## src/rtl/count4.sv

```systemverilog
// count4: WIDTH-bit up/down counter with count enable, wrapping modulo 2^WIDTH,
// asynchronously cleared by an active-high reset.
module count4 #(
    parameter int WIDTH = 4
) (
    input  logic             clk,
    input  logic             rst,
    input  logic             enable,
    input  logic             upDown,
    output logic [WIDTH-1:0] count
);
    logic [WIDTH-1:0] count_q, count_d;
    always_comb begin
        count_d = enable ? (upDown ? count_q + WIDTH'(1) : count_q - WIDTH'(1)) : count_q;
    end
    always_ff @(posedge clk or posedge rst) begin
        if (rst) count_q <= '0;
        else     count_q <= count_d;
    end
    assign count = count_q;
endmodule

```

## config.mk

```make
export PLATFORM = sky130hd
export DESIGN_NAME = count4
export DESIGN_NICKNAME = d
export VERILOG_FILES = /design/src/rtl/count4.sv
export SDC_FILE = /design/constraint.sdc
export NUM_CORES = 1
export LEC_CHECK = 0
export CAP_MARGIN = 5
export CORE_AREA = 8 8 45 47
export DETAILED_ROUTE_END_ITERATION = 6
export DIE_AREA = 0 0 53 55
export DONT_BUFFER_PORTS = 1
export HOLD_SLACK_MARGIN = 0.03
export PLACE_DENSITY = 0.33
export SLEW_MARGIN = 10
export SYNTH_ARGS = -nofsm -noshare
export SYNTH_HDL_FRONTEND = slang
export SYNTH_SLANG_ARGS = --single-unit
```

## constraint.sdc

```tcl
create_clock -name clk -period 1.38 [get_ports clk]
set_clock_uncertainty 0.15 [all_clocks]
set_input_delay 0.207 -clock clk [delete_from_list [all_inputs] [get_ports clk]]
set_output_delay 0.207 -clock clk [all_outputs]
set_load 0.05 [all_outputs]
```

==> results_tabular.tex, run 1 <==
\begin{tabular}{lr}
\hline
Metric & Value \\
\hline
\multicolumn{2}{l}{\textbf{Place}} \\
RD Place Congestion & between 0.6 and 0.7 \\
Number of placed instances with taps included & 50 \\
Number of port buffers & 0 \\
HPWL Detailed & slightly below 600 microns \\
\multicolumn{2}{l}{\textbf{Status}} \\
Outcome & complete, but fails checks \\
Violations in the final reports & setup timing \\
\multicolumn{2}{l}{\textbf{Clock tree}} \\
Number of sinks on the clock net & 4 \\
Root Buffer & clkbuf\_4 \\
CTS tree & yes \\
Total CTS buffers & 3 \\
Clock latency on the worst-skew pair & roughly 0.23 ns \\
Maximum root-to-sink buffer count & 2 \\
Clock slew at the register clock pins of the worst setup and hold paths & roughly 0.040 ns \\
Maximum level of the CTS H-tree & 1 \\
\multicolumn{2}{l}{\textbf{Power}} \\
Combinational share of power & between 60\% and 70\% \\
Reported net switching power & just over 0.0005 W \\
Internal Pwr Total & 0.0006074 W \\
Sequential share of power & between 20\% and 30\% \\
Leak & between 0.15 and 0.2 nW \\
Areal power density over the cells & around 2600 nW/um\^{}2 \\
Sw frac & $\sim$46\% \\
Worst vdd ir & 0.8784 mV \\
Part of the total power dissipated in the clock network & 13.6\% \\
\multicolumn{2}{l}{\textbf{Detailed routing}} \\
Wirelength, routed & a little under 700 microns \\
Mean routed wirelength per cell & 12.25 microns \\
Total DRC errors in the routed layout & 0 \\
Number of nets still failing antenna checks after routing & 0 \\
Via/cell ratio & between 4 and 5 \\
Routed vias & 251 \\
Initial DRT Pass Iterations & 2 \\
1st-iter DRT viols & 4 \\
\multicolumn{2}{l}{\textbf{Timing}} \\
Minimum period implied by the final worst setup slack & between 1 and 1.5 ns \\
Max-Slew Margin vs Limit & 83.91\% \\
Portion of the clock cycle consumed by the worst path in the final layout & 108.1\% \\
Slew Limit Fails & 0 \\
Setup repair after global routing missed its margin & true \\
Final-report hold violation count & 0 \\
Post-route worst setup slack & -0.1117 ns \\
Setup violators final & 2 \\
Maximum clock frequency & 670.4 MHz \\
Slew at the pin closest to its max-slew limit & about 0.24 ns \\
\multicolumn{2}{l}{\textbf{Global route}} \\
Initial antenna violation count & 0 \\
Overall track demand over capacity in global routing & 5.644\% \\
Wire length of the first global-routing pass & 1193 microns \\
Total grt overflow & 0 \\
Largest net degree at the start of global routing & 7 \\
Vias in the first global route & 292 \\
\multicolumn{2}{l}{\textbf{Finish}} \\
Antenna diode count & 0 \\
Most common cell after layout, fill and taps aside & buf\_4 \\
Total area of multi-input combinational cells & 202.7 sq um \\
Non-filler instance count after layout & between 50 and 60 \\
Final net count & 48 \\
Fraction of final layout cells with drive strength greater than 1 & about 43\% \\
P\&R area growth vs syn & 47.86\% \\
Max reg flops & 4 \\
Util after Layout & between 30\% and 40\% \\
Commonest cells after routing, fill and taps aside & buf\_4 (7), nand3\_1 (3), clkbuf\_4 (3), dfrtp\_2 (3) \\
FF+latch area & $\sim$100 sq um \\
Count of fill cells added during filler insertion & about 150 \\
\multicolumn{2}{l}{\textbf{Worst hold path}} \\
Hold Crit Depth & 3 \\
Tightest Hold Check Type & input pin to register \\
Hold Path Origin & enable \\
Terminating pin of the worst hold path & count[3] \\
\multicolumn{2}{l}{\textbf{Die}} \\
Number of rows in the core area & 14 \\
Placeable core area & between 1000 and 1500 sq um \\
Width of the die & approximately 53 microns \\
Chip Height & 55 microns \\
Full die area & slightly below 3000 sq um \\
IO Pins & 8 \\
Starting density of the core & about a fifth \\
\multicolumn{2}{l}{\textbf{Setup path}} \\
Cell depth of the worst flop-to-flop path & 4 \\
Setup slack on the worst flop-to-flop path & -0.11 ns \\
Nature of the critical path startpoint & register \\
Crit path buf inv count & 0 \\
CP required & 1.32 ns \\
Capture point of the worst reg-to-reg path & count[3] \\
CP endpoint kind & register \\
Crit path launch & count[2] \\
Largest stage delay on the critical path & about 0.42 ns \\
Cell with the largest stage delay on the worst path & dfrtp\_2 \\
Startpoint of the worst register-to-register path & count[2] \\
Endpoint arrival time on the critical path & $\sim$1.4 ns \\
Critical path class & register to register \\
Sequence of cells on the critical path & ha\_4 > or3b\_1 > mux2i\_1 > o211ai\_1 \\
Highest net fanout along the worst path & 2 \\
Top delay family on crit path & flip-flops \\
\multicolumn{2}{l}{\textbf{Logic synthesis}} \\
Share of the synthesized area in the top cell type & between 30\% and 40\% \\
Cell taking the most area after synthesis & dfrtp\_1 \\
Area of the mapped netlist & about 290 sq um \\
Count of synthesis-stage warnings from yosys & 0 \\
Post-synth net total & 35 \\
Number of synthesized register bits & 4 \\
Sequential cell area fraction in the yosys report & around a third \\
Distinct cell type count of the synthesized netlist & 19 \\
Synth top area cells & dfrtp\_1 (34\%), ha\_1 (8.5\%), fa\_1 (6.8\%), a21oi\_1 (5.1\%), nand3\_1 (5.1\%) \\
Synthesized area per cell & roughly 10 sq um \\
Cells after synthesis & 28 \\
\multicolumn{2}{l}{\textbf{Run}} \\
Max-capacitance violation count & 0 \\
\hline
\end{tabular}
-- cell usage after synthesis --
library cell  n
buf_6         1
ha_1          2
nand4bb_1     1
or3b_1        1
a211o_1       1
inv_1         2
o311ai_1      1
nor2_1        1
mux2i_1       1
o211ai_1      1
xnor2_1       1
xor2_1        1
nand3_1       3
a21oi_1       3
mux2_2        1
dfrtp_1       4
or2b_1        1
nand2_1       1
fa_1          1
-- through the flow --
stage / hold WS [ns] / total power [W] / setup TNS (ns) / setup slack (ns) / instance area, sq um
global route: 0.1383 / 0.001212 / -0.2819 / -0.1763 / 432.9
floorplan: -0.1771 / 0.0007387 / -0.3651 / -0.1660 / 321.6
CTS: 0.1146 / 0.001129 / -0.1749 / -0.1344 / 429.2
detailed placement: -0.1550 / 0.0009610 / -0.1542 / -0.1200 / 382.9
global placement: -0.1614 / 0.0009512 / -0.1196 / -0.1052 / 382.9
finish: 0.1152 / 0.001123 / -0.1404 / -0.1117 / 432.9
-- layout make-up --
cell class / count / share of cell area (%)
Clock buffer: 4 / 6.069
Timing Repair Buffer: 9 / 16.76
Multi-Input combinational cell: 21 / 46.82
Sequential cell: 4 / 23.99
Tap cell: 16 / 4.624
Inverter: 2 / 1.734
-- layer usage --
metal	global-route usage, %	routed length, microns
met1	5.360	285
met2	8.984	356
met3	2.674	44
met4	5.172	0
met5	0	0
-- worst min-delay path: cells and delay by family --
family             cells  cell delay [ns]
and+or+nand+nor        1             0.04
AOI/OAI and AO/OA      2             0.18
-- worst max path at each step --
stage / to / slack, ns / cells past startpoint
finish: count[3] / -0.11 / 4
global route: count[3] / -0.18 / 4
CTS: count[3] / -0.13 / 4
detailed placement: count[3] / -0.12 / 4
global placement: count[3] / -0.11 / 4
floorplan: count[3] / -0.17 / 4
-- power by group through the flow --
stage          Combinational (W)  Clock (W)  Sequential (W)
2_1_floorplan           0.000267          0        0.000472
3_3_place_gp            0.000689          0        0.000262
3_5_place_dp            0.000699          0        0.000262
4_1_cts                 0.000707   0.000161        0.000261
5_1_grt                 0.000764   0.000175        0.000273
6_report                0.000711   0.000153        0.000259
-- repair_timing --
action | CTS | global route
buffers inserted | 0 | 0
hold endpoints to repair | 7 | 0
endpoints found under the setup margin | 2 | 3
hold buffers | 2 | 0
pin swaps | 0 | 0
gates resized for setup | 0 | 1
-- kinds of logic (layout without fill, tap and decap cells) --
group,Yosys count,count (layout),share of synthesized area [%]
and+or+nand+nor,8,8,17.09
AOI/OAI and AO/OA,6,6,13.68
DFF,4,4,34.19
adders and majority gates,3,3,15.38
buffers and inverters,3,15,6.411
xor gates and xnor gates,2,2,5.984
muxes,2,2,7.265
No activity file was read; power rests on OpenSTA's default activity.
==> run 2, diff against run 1 <==
ABC_AREA = 1   (was default)
PLACE_DENSITY = 0.3   (was 0.33)
SLEW_MARGIN = 20   (was 10)
==> run 2 against run 1 <==
  * The run now ends clean
  * Sequential cell count unchanged
  * Via count down 12%
  * Count of clock-buffer cells in the layout unchanged
  * Utilization down 4.0 points
  * Non-clock buffer count down 2
  * First-iteration DRC count down 75%
  * Sequential power down 5%
  * Register-to-register slack better by 0.16 ns
  * Synthesized area down 13%
  * Cell area down 13%
  * Critical path type unchanged
  * Largest cell class unchanged
  * Largest power group unchanged
  * Highest routed layer unchanged
==> results_tabular.tex, run 2 <==
\begin{tabular}{lr}
\hline
Metric & Value \\
\hline
\multicolumn{2}{l}{\textbf{Clock tree}} \\
Clock latency on the worst-skew pair & 0.23 ns (about the same) \\
CTS tree & yes (unchanged) \\
Total CTS buffers & 3 (unchanged) \\
Maximum level of the CTS H-tree & 1 (unchanged) \\
Clock slew at the register clock pins of the worst setup and hold paths & 0.04 ns (about the same) \\
Root Buffer & clkbuf\_4 (unchanged) \\
Maximum root-to-sink buffer count & 2 (unchanged) \\
Number of sinks on the clock net & 4 (unchanged) \\
\multicolumn{2}{l}{\textbf{Detailed routing}} \\
Initial DRT Pass Iterations & 2 (unchanged) \\
Amount of wire on met2 after detailed routing & 319 microns (was 356 microns) \\
Number of nets still failing antenna checks after routing & 0 (unchanged) \\
Routed vias & 221 (was 251) \\
Total DRC errors in the routed layout & 0 (unchanged) \\
Met3 layer wire length in the routed design & 44 microns (unchanged) \\
Via/cell ratio & 3.746 (was 4.482) \\
Uppermost signal routing layer after detailed routing & met3 (unchanged) \\
Routed length on met1 & 201 microns (was 285 microns) \\
Mean routed wirelength per cell & 9.576 microns (was 12.25 microns) \\
1st-iter DRT viols & 1 (was 4) \\
Wirelength, routed & 565 microns (was 686 microns) \\
\multicolumn{2}{l}{\textbf{Finish}} \\
Max reg flops & 4 (unchanged) \\
Util after Layout & 27.31\% (was 31.28\%) \\
Non-filler instance count after layout & 59 (was 56) \\
Most common cell after layout, fill and taps aside & nand2\_1 (was buf\_4) \\
Commonest cells after routing, fill and taps aside & nand2\_1 (13), inv\_1 (5), buf\_4 (5) (was buf\_4 (7), nand3\_1 (3), clkbuf\_4 (3), dfrtp\_2 (3)) \\
Fraction of final layout cells with drive strength greater than 1 & 30.23\% (was 42.50\%) \\
Post-route cell area & 377.9 sq um (was 432.9 sq um) \\
P\&R area growth vs syn & 48.04\% (was 47.86\%) \\
Final net count & 51 (was 48) \\
Count of fill cells added during filler insertion & 161 (was 152) \\
Antenna diode count & 0 (unchanged) \\
\multicolumn{2}{l}{\textbf{Setup path}} \\
Endpoint arrival time on the critical path & 1.30 ns (was 1.43 ns) \\
Cell with the largest stage delay on the worst path & dfrtp\_2 (unchanged) \\
CP endpoint kind & register (unchanged) \\
Largest stage delay on the critical path & 0.42 ns (about the same) \\
Crit path buf inv count & 0 (unchanged) \\
Cell with the most instances on the worst path & nand2\_1 \\
Sequence of cells on the critical path & ha\_4 > or2\_1 > nand2\_1 > nand2\_1 > nand3\_1 > nand2\_1 (was ha\_4 > or3b\_1 > mux2i\_1 > o211ai\_1) \\
CP required & 1.35 ns (was 1.32 ns) \\
Critical path class & register to register (unchanged) \\
Top delay family on crit path & simple AND/OR/NAND/NOR gates (was flip-flops) \\
Highest net fanout along the worst path & 2 (unchanged) \\
Nature of the critical path startpoint & register (unchanged) \\
\multicolumn{2}{l}{\textbf{Logic synthesis}} \\
Post-synth top cells & nand2\_1 (13), inv\_1 (5), dfrtp\_1 (4) (was dfrtp\_1 (4), a21oi\_1 (3), nand3\_1 (3)) \\
Area of the mapped netlist & 255.2 sq um (was 292.8 sq um) \\
Post-synthesis async set-or-reset flop share & 100.0\% (unchanged) \\
Most used DFF post-synth & dfrtp\_1 (unchanged) \\
EDFF count, synth & 0 (unchanged) \\
Synthesized area per cell & 7.976 sq um (was 10.46 sq um) \\
Number of synthesized register bits & 4 (unchanged) \\
Cell taking the most area after synthesis & dfrtp\_1 (unchanged) \\
Post-synth net total & 39 (was 35) \\
Share of the synthesized area in the top cell type & 39.22\% (was 34.19\%) \\
Dominant cell by count in the synthesized netlist & nand2\_1 (was dfrtp\_1) \\
Count of synthesis-stage warnings from yosys & 0 (unchanged) \\
Cells after synthesis & 32 (was 28) \\
Sequential cell area fraction in the yosys report & 39.22\% (was 34.19\%) \\
Synth top area cells & dfrtp\_1 (39\%), nand2\_1 (19\%), ha\_1 (9.8\%), fa\_1 (7.8\%), inv\_1 (7.4\%) (was dfrtp\_1 (34\%), ha\_1 (8.5\%), fa\_1 (6.8\%), a21oi\_1 (5.1\%), nand3\_1 (5.1\%)) \\
Distinct cell type count of the synthesized netlist & 11 (was 19) \\
\multicolumn{2}{l}{\textbf{Power}} \\
Combinational share of power & 60.8\% (was 63.3\%) \\
Worst vdd ir & 1.026 mV (was 0.8784 mV) \\
Sw frac & 48.79\% (was 45.91\%) \\
Part of the total power dissipated in the clock network & 15.4\% (was 13.6\%) \\
Areal power density over the cells & 2718 nW/um\^{}2 (was 2594 nW/um\^{}2) \\
Internal Pwr Total & 0.0005258 W (was 0.0006074 W) \\
Leak & 0.1929 nW (was 0.1764 nW) \\
Reported net switching power & 0.0005011 W (was 0.0005154 W) \\
Sequential share of power & 23.8\% (was 23.1\%) \\
\multicolumn{2}{l}{\textbf{Status}} \\
Outcome & completed (was complete, but fails checks) \\
\multicolumn{2}{l}{\textbf{Die}} \\
Number of rows in the core area & 14 (unchanged) \\
Starting density of the core & 18.44\% (was 21.16\%) \\
IO Pins & 8 (unchanged) \\
Chip Height & 55 microns (unchanged) \\
Placeable core area & 1384 sq um (unchanged) \\
Width of the die & 53 microns (unchanged) \\
Full die area & 2915 sq um (unchanged) \\
\multicolumn{2}{l}{\textbf{Run}} \\
Max-capacitance violation count & 0 (unchanged) \\
\multicolumn{2}{l}{\textbf{Global route}} \\
Total grt overflow & 0 (unchanged) \\
Overall track demand over capacity in global routing & 4.274\% (was 5.644\%) \\
Vias in the first global route & 216 (was 292) \\
Initial antenna violation count & 0 (unchanged) \\
Wire length of the first global-routing pass & 855 microns (was 1193 microns) \\
Largest net degree at the start of global routing & 5 (was 7) \\
\multicolumn{2}{l}{\textbf{Timing}} \\
Maximum clock frequency & 749.7 MHz (was 670.4 MHz) \\
Setup repair after global routing missed its margin & true (unchanged) \\
Setup TNS Final & 0 ns (was -0.1404 ns) \\
Max-Slew Margin vs Limit & 85.18\% (was 83.91\%) \\
Portion of the clock cycle consumed by the worst path in the final layout & 96.66\% (was 108.1\%) \\
Minimum period implied by the final worst setup slack & 1.334 ns (was 1.492 ns) \\
Slew Limit Fails & 0 (unchanged) \\
Worst hold slack & 0.1410 ns (was 0.1152 ns) \\
Slew at the pin closest to its max-slew limit & 0.2220 ns (was 0.2376 ns) \\
Final-report hold violation count & 0 (unchanged) \\
Setup violators final & 0 (was 2) \\
\multicolumn{2}{l}{\textbf{Place}} \\
Placed standard-cell area & 319.1 sq um (was 382.9 sq um) \\
Number of placed instances with taps included & 53 (was 50) \\
Number of port buffers & 0 (unchanged) \\
HPWL Detailed & 490.3 microns (was 577.4 microns) \\
RD Place Congestion & 0.7045 (was 0.6528) \\
\multicolumn{2}{l}{\textbf{Worst hold path}} \\
Tightest Hold Check Type & input pin to asynchronous set/reset pin (was input pin to register) \\
\hline
\end{tabular}
run 2: changes by cell type in the layout (fill, tap and decap cells not counted), sizes merged, moves of 2 or more:
cell	delta
a21oi	-3
buf	-2
inv	+3
nand2	+12
run 2: final timing paths:
path	cells past startpoint	start	slack [ns]	endpoint
max	6	count[2]	0.05	count[3]
max in group asynchronous	2	rst	0.77	count[2]
max reg2reg	6	count[2]	0.05	count[3]
min in group clk	5	upDown	0.16	count[3]
min reg2reg	2	count[3]	0.38	count[3]
min	2	rst	0.14	count[1]
run 2: layer usage:
| layer | vias up | track usage (%) |
|---|---|---|
| met5 | - | 0 |
| met3 | 0 | 2.406 |
| met4 | 0 | 3.879 |
| met2 | 3 | 7.813 |
| met1 | 101 | 3.063 |
| li1 | 117 | - |
run 2: final cells by class:
cell class | count | area (sq um) | share of cell area, %
Clock buffer | 4 | 26.28 | 6.954
Inverter | 5 | 18.77 | 4.967
Multi-Input combinational cell | 23 | 151.4 | 40.07
Tap cell | 16 | 20.02 | 5.298
Sequential cell | 4 | 103.9 | 27.48
Timing Repair Buffer | 7 | 57.56 | 15.23
run 2: cell families (layout without fill, tap and decap cells):
group           Yosys count  count (layout)  share of synthesized area (%)
buf+inv                   5              16                          7.354
simple gates             17              17                          26.96
compound gates            1               1                          1.959
fa+ha+maj                 3               3                          17.65
flops                     4               4                          39.22
xor+xnor                  2               2                          6.864
run 2: power by group through the flow:
| stage | logic (W) | clock network [W] | registers (W) |
|---|---|---|---|
| 2_1_floorplan | 0.000212 | 0 | 0.000457 |
| 3_3_place_gp | 0.000616 | 0 | 0.000240 |
| 3_5_place_dp | 0.000611 | 0 | 0.000241 |
| 4_1_cts | 0.000636 | 0.000167 | 0.000246 |
| 5_1_grt | 0.000690 | 0.000181 | 0.000255 |
| 6_report | 0.000624 | 0.000158 | 0.000245 |
run 2: timing repair:
action / in CTS / in global routing
setup endpoints to repair: 1 / 1
pin swaps: 1 / 3
resized for setup: 1 / 0
hold buffers: 2 / 0
setup buffers: 0 / 0
cloned: 0 / 0
hold endpoints to repair: 7 / 0
run 2: worst reg2reg max path, stage by stage, from the launching register on:
cell,delay (ns)
dfrtp_2,0.42
ha_4,0.22
or2_1,0.22
nand2_1,0.06
nand2_1,0.04
nand3_1,0.06
nand2_1,0.06
run 2: stage by stage:
step / setup WS [ns] / power, W
final: 0.04616 / 0.001027
after global routing: -0.02760 / 0.001126
after detailed placement: -0.01421 / 0.0008521
after global placement: -0.003267 / 0.0008560
after CTS: 0.02026 / 0.001049
after floorplan: -0.1299 / 0.0006687
==> run 3, diff against run 2 <==
CELL_PAD_IN_SITES_DETAIL_PLACEMENT = 1   (was default)
CELL_PAD_IN_SITES_GLOBAL_PLACEMENT = 2   (was default)
PLACE_DENSITY = 0.45   (was 0.3)
clock period = 1.42 ns   (was 1.38 ns; I/O delays follow)
==> run 3 against run 2 <==
  * Combinational power rose by 2%
  * Sequential share of layout area fell by 0.54 points
  * Sequential cell count did not move
  * Largest power group unchanged
  * Total power rose by 0.95%
  * Die area did not move
  * Sequential power barely moved
  * Critical endpoint unchanged
  * Non-clock buffer count did not move
==> results_tabular.tex, run 3 (synthesized netlist as in run 2, its figures left out) <==
\begin{tabular}{lr}
\hline
Metric & Value \\
\hline
\multicolumn{2}{l}{\textbf{Detailed routing}} \\
Number of nets still failing antenna checks after routing & 0 (unchanged) \\
Routed length on met1 & 240 microns (was 201 microns) \\
Met3 layer wire length in the routed design & 19 microns (was 44 microns) \\
Amount of wire on met2 after detailed routing & 461 microns (was 319 microns) \\
Via/cell ratio & 3.949 (was 3.746) \\
Routed vias & 233 (was 221) \\
Mean routed wirelength per cell & 12.22 microns (was 9.576 microns) \\
Wirelength, routed & 721 microns (was 565 microns) \\
1st-iter DRT viols & 0 (was 1) \\
Initial DRT Pass Iterations & 1 (was 2) \\
Total DRC errors in the routed layout & 0 (unchanged) \\
Uppermost signal routing layer after detailed routing & met3 (unchanged) \\
\multicolumn{2}{l}{\textbf{Setup path}} \\
Crit path buf inv count & 0 (unchanged) \\
Top delay family on crit path & simple AND/OR/NAND/NOR gates (unchanged) \\
Setup slack on the worst flop-to-flop path & 0.06 ns (was 0.05 ns) \\
CP endpoint kind & register (unchanged) \\
Cell depth of the worst flop-to-flop path & 6 (unchanged) \\
Highest net fanout along the worst path & 2 (unchanged) \\
Endpoint arrival time on the critical path & 1.33 ns (was 1.30 ns) \\
Cell with the most instances on the worst path & nand2\_1 (unchanged) \\
Sequence of cells on the critical path & ha\_4 > or2\_1 > nand2\_1 > nand2\_1 > nand3\_2 > nand2\_2 (was ha\_4 > or2\_1 > nand2\_1 > nand2\_1 > nand3\_1 > nand2\_1) \\
Crit path launch & count[2] (unchanged) \\
Capture point of the worst reg-to-reg path & count[3] (unchanged) \\
Largest stage delay on the critical path & 0.42 ns (about the same) \\
Nature of the critical path startpoint & register (unchanged) \\
Critical path class & register to register (unchanged) \\
Cell with the largest stage delay on the worst path & dfrtp\_2 (unchanged) \\
CP required & 1.39 ns (was 1.35 ns) \\
Startpoint of the worst register-to-register path & count[2] (unchanged) \\
\multicolumn{2}{l}{\textbf{Global route}} \\
Overall track demand over capacity in global routing & 5.973\% (was 4.274\%) \\
Total grt overflow & 0 (unchanged) \\
Initial antenna violation count & 0 (unchanged) \\
Wire length of the first global-routing pass & 1248 microns (was 855 microns) \\
Largest net degree at the start of global routing & 5 (unchanged) \\
Vias in the first global route & 285 (was 216) \\
\multicolumn{2}{l}{\textbf{Timing}} \\
Slew at the pin closest to its max-slew limit & 0.2317 ns (was 0.2220 ns) \\
Portion of the clock cycle consumed by the worst path in the final layout & 95.59\% (was 96.66\%) \\
Setup violators final & 0 (unchanged) \\
Max-Slew Margin vs Limit & 84.53\% (was 85.18\%) \\
Setup repair after global routing missed its margin & true (unchanged) \\
Slew Limit Fails & 0 (unchanged) \\
Minimum period implied by the final worst setup slack & 1.357 ns (was 1.334 ns) \\
Final-report hold violation count & 0 (unchanged) \\
Maximum clock frequency & 736.7 MHz (was 749.7 MHz) \\
\multicolumn{2}{l}{\textbf{Finish}} \\
Final net count & 51 (unchanged) \\
Fraction of final layout cells with drive strength greater than 1 & 34.88\% (was 30.23\%) \\
Total area of multi-input combinational cells & 158.9 sq um (was 151.4 sq um) \\
Util after Layout & 27.85\% (was 27.31\%) \\
P\&R area growth vs syn & 50.98\% (was 48.04\%) \\
Commonest cells after routing, fill and taps aside & nand2\_1 (12), inv\_1 (5), buf\_4 (5) (was nand2\_1 (13), inv\_1 (5), buf\_4 (5)) \\
Post-route cell area & 385.4 sq um (was 377.9 sq um) \\
Max reg flops & 4 (unchanged) \\
Count of fill cells added during filler insertion & 172 (was 161) \\
Antenna diode count & 0 (unchanged) \\
Most common cell after layout, fill and taps aside & nand2\_1 (unchanged) \\
FF+latch area & 103.9 sq um (unchanged) \\
\multicolumn{2}{l}{\textbf{Run}} \\
Max-capacitance violation count & 0 (unchanged) \\
\multicolumn{2}{l}{\textbf{Clock tree}} \\
Number of sinks on the clock net & 4 (unchanged) \\
Setup Buffers After CTS & 0 (unchanged) \\
Maximum root-to-sink buffer count & 2 (unchanged) \\
Maximum level of the CTS H-tree & 1 (unchanged) \\
Total CTS buffers & 3 (unchanged) \\
Clock latency on the worst-skew pair & 0.24 ns (was 0.23 ns) \\
CTS tree & yes (unchanged) \\
Root Buffer & clkbuf\_4 (unchanged) \\
Clock slew at the register clock pins of the worst setup and hold paths & 0.04 ns (about the same) \\
\multicolumn{2}{l}{\textbf{Die}} \\
Placeable core area & 1384 sq um (unchanged) \\
Chip Height & 55 microns (unchanged) \\
Number of rows in the core area & 14 (unchanged) \\
Starting density of the core & 18.44\% (unchanged) \\
Full die area & 2915 sq um (unchanged) \\
IO Pins & 8 (unchanged) \\
Width of the die & 53 microns (unchanged) \\
\multicolumn{2}{l}{\textbf{Power}} \\
Total Power Consumption & 0.001037 W (was 0.001027 W) \\
Areal power density over the cells & 2690 nW/um\^{}2 (was 2718 nW/um\^{}2) \\
Worst vdd ir & 0.8097 mV (was 1.026 mV) \\
Leak & 0.1949 nW (was 0.1929 nW) \\
\multicolumn{2}{l}{\textbf{Worst hold path}} \\
Tightest Hold Check Type & input pin to asynchronous set/reset pin (unchanged) \\
\multicolumn{2}{l}{\textbf{Place}} \\
RD Place Congestion & 0.6775 (was 0.7045) \\
HPWL Detailed & 555.7 microns (was 490.3 microns) \\
Placed standard-cell area & 319.1 sq um (unchanged) \\
Number of port buffers & 0 (unchanged) \\
\multicolumn{2}{l}{\textbf{Status}} \\
Outcome & completed (unchanged) \\
\hline
\end{tabular}
## run 3: changes by cell type in the layout (fill, tap and decap cells not counted)
cell	previous run	this run
nand2_2	0	1
nand2_1	13	12
nand3_2	0	1
nand3_1	2	1
## run 3: routing by layer
metal | vias up | track usage (%)
met4 | 0 | 5.172
met3 | 0 | 1.070
met2 | 2 | 12.30
met5 | - | 0
li1 | 118 | -
met1 | 113 | 4.594
## run 3: layout make-up
class	count	area share (%)
clock buffer	4	6.818
inverter	5	4.870
multi-input combinational	23	41.23
sequential	4	26.95
tap	16	5.195
timing repair buffer	7	14.94
## run 3: what timing repair did
item,CTS,global route
endpoints found under the setup margin,1,1
hold buffers,2,0
pin swaps,1,3
hold endpoints to repair,7,0
gates resized for setup,1,2
## run 3: metrics by stage
step | instances | TNS, ns | setup slack [ns] | hold slack [ns]
3_3_place_gp | 53 | 0 | 0.003331 | -0.1558
4_1_cts | 59 | 0 | 0.01447 | 0.1377
5_1_grt | 59 | -0.009757 | -0.009757 | 0.1580
2_1_floorplan | 32 | -0.08990 | -0.08990 | -0.1711
3_5_place_dp | 53 | -0.01357 | -0.01357 | -0.1486
6_report | 59 | 0 | 0.06258 | 0.1478
## run 3: power by group
group | switching, W | internal (W) | leakage [nW]
registers | 0.0000614 | 0.000182 | 0.0448
clock network | 0.0000498 | 0.000106 | 0.0150
logic | 0.000407 | 0.000231 | 0.135
## run 3: worst register-to-register path, cell delays in order (launching register included)
cell and delay [ns]:
dfrtp_2 0.42, ha_4 0.22, or2_1 0.22, nand2_1 0.06, nand2_1 0.06, nand3_2 0.07, nand2_2 0.05
## run 3: worst max path at each step
stage,endpoint,cells past startpoint
2_1_floorplan,count[3],6
3_3_place_gp,count[3],6
3_5_place_dp,count[3],6
4_1_cts,count[3],6
5_1_grt,count[3],6
6_report,count[3],6
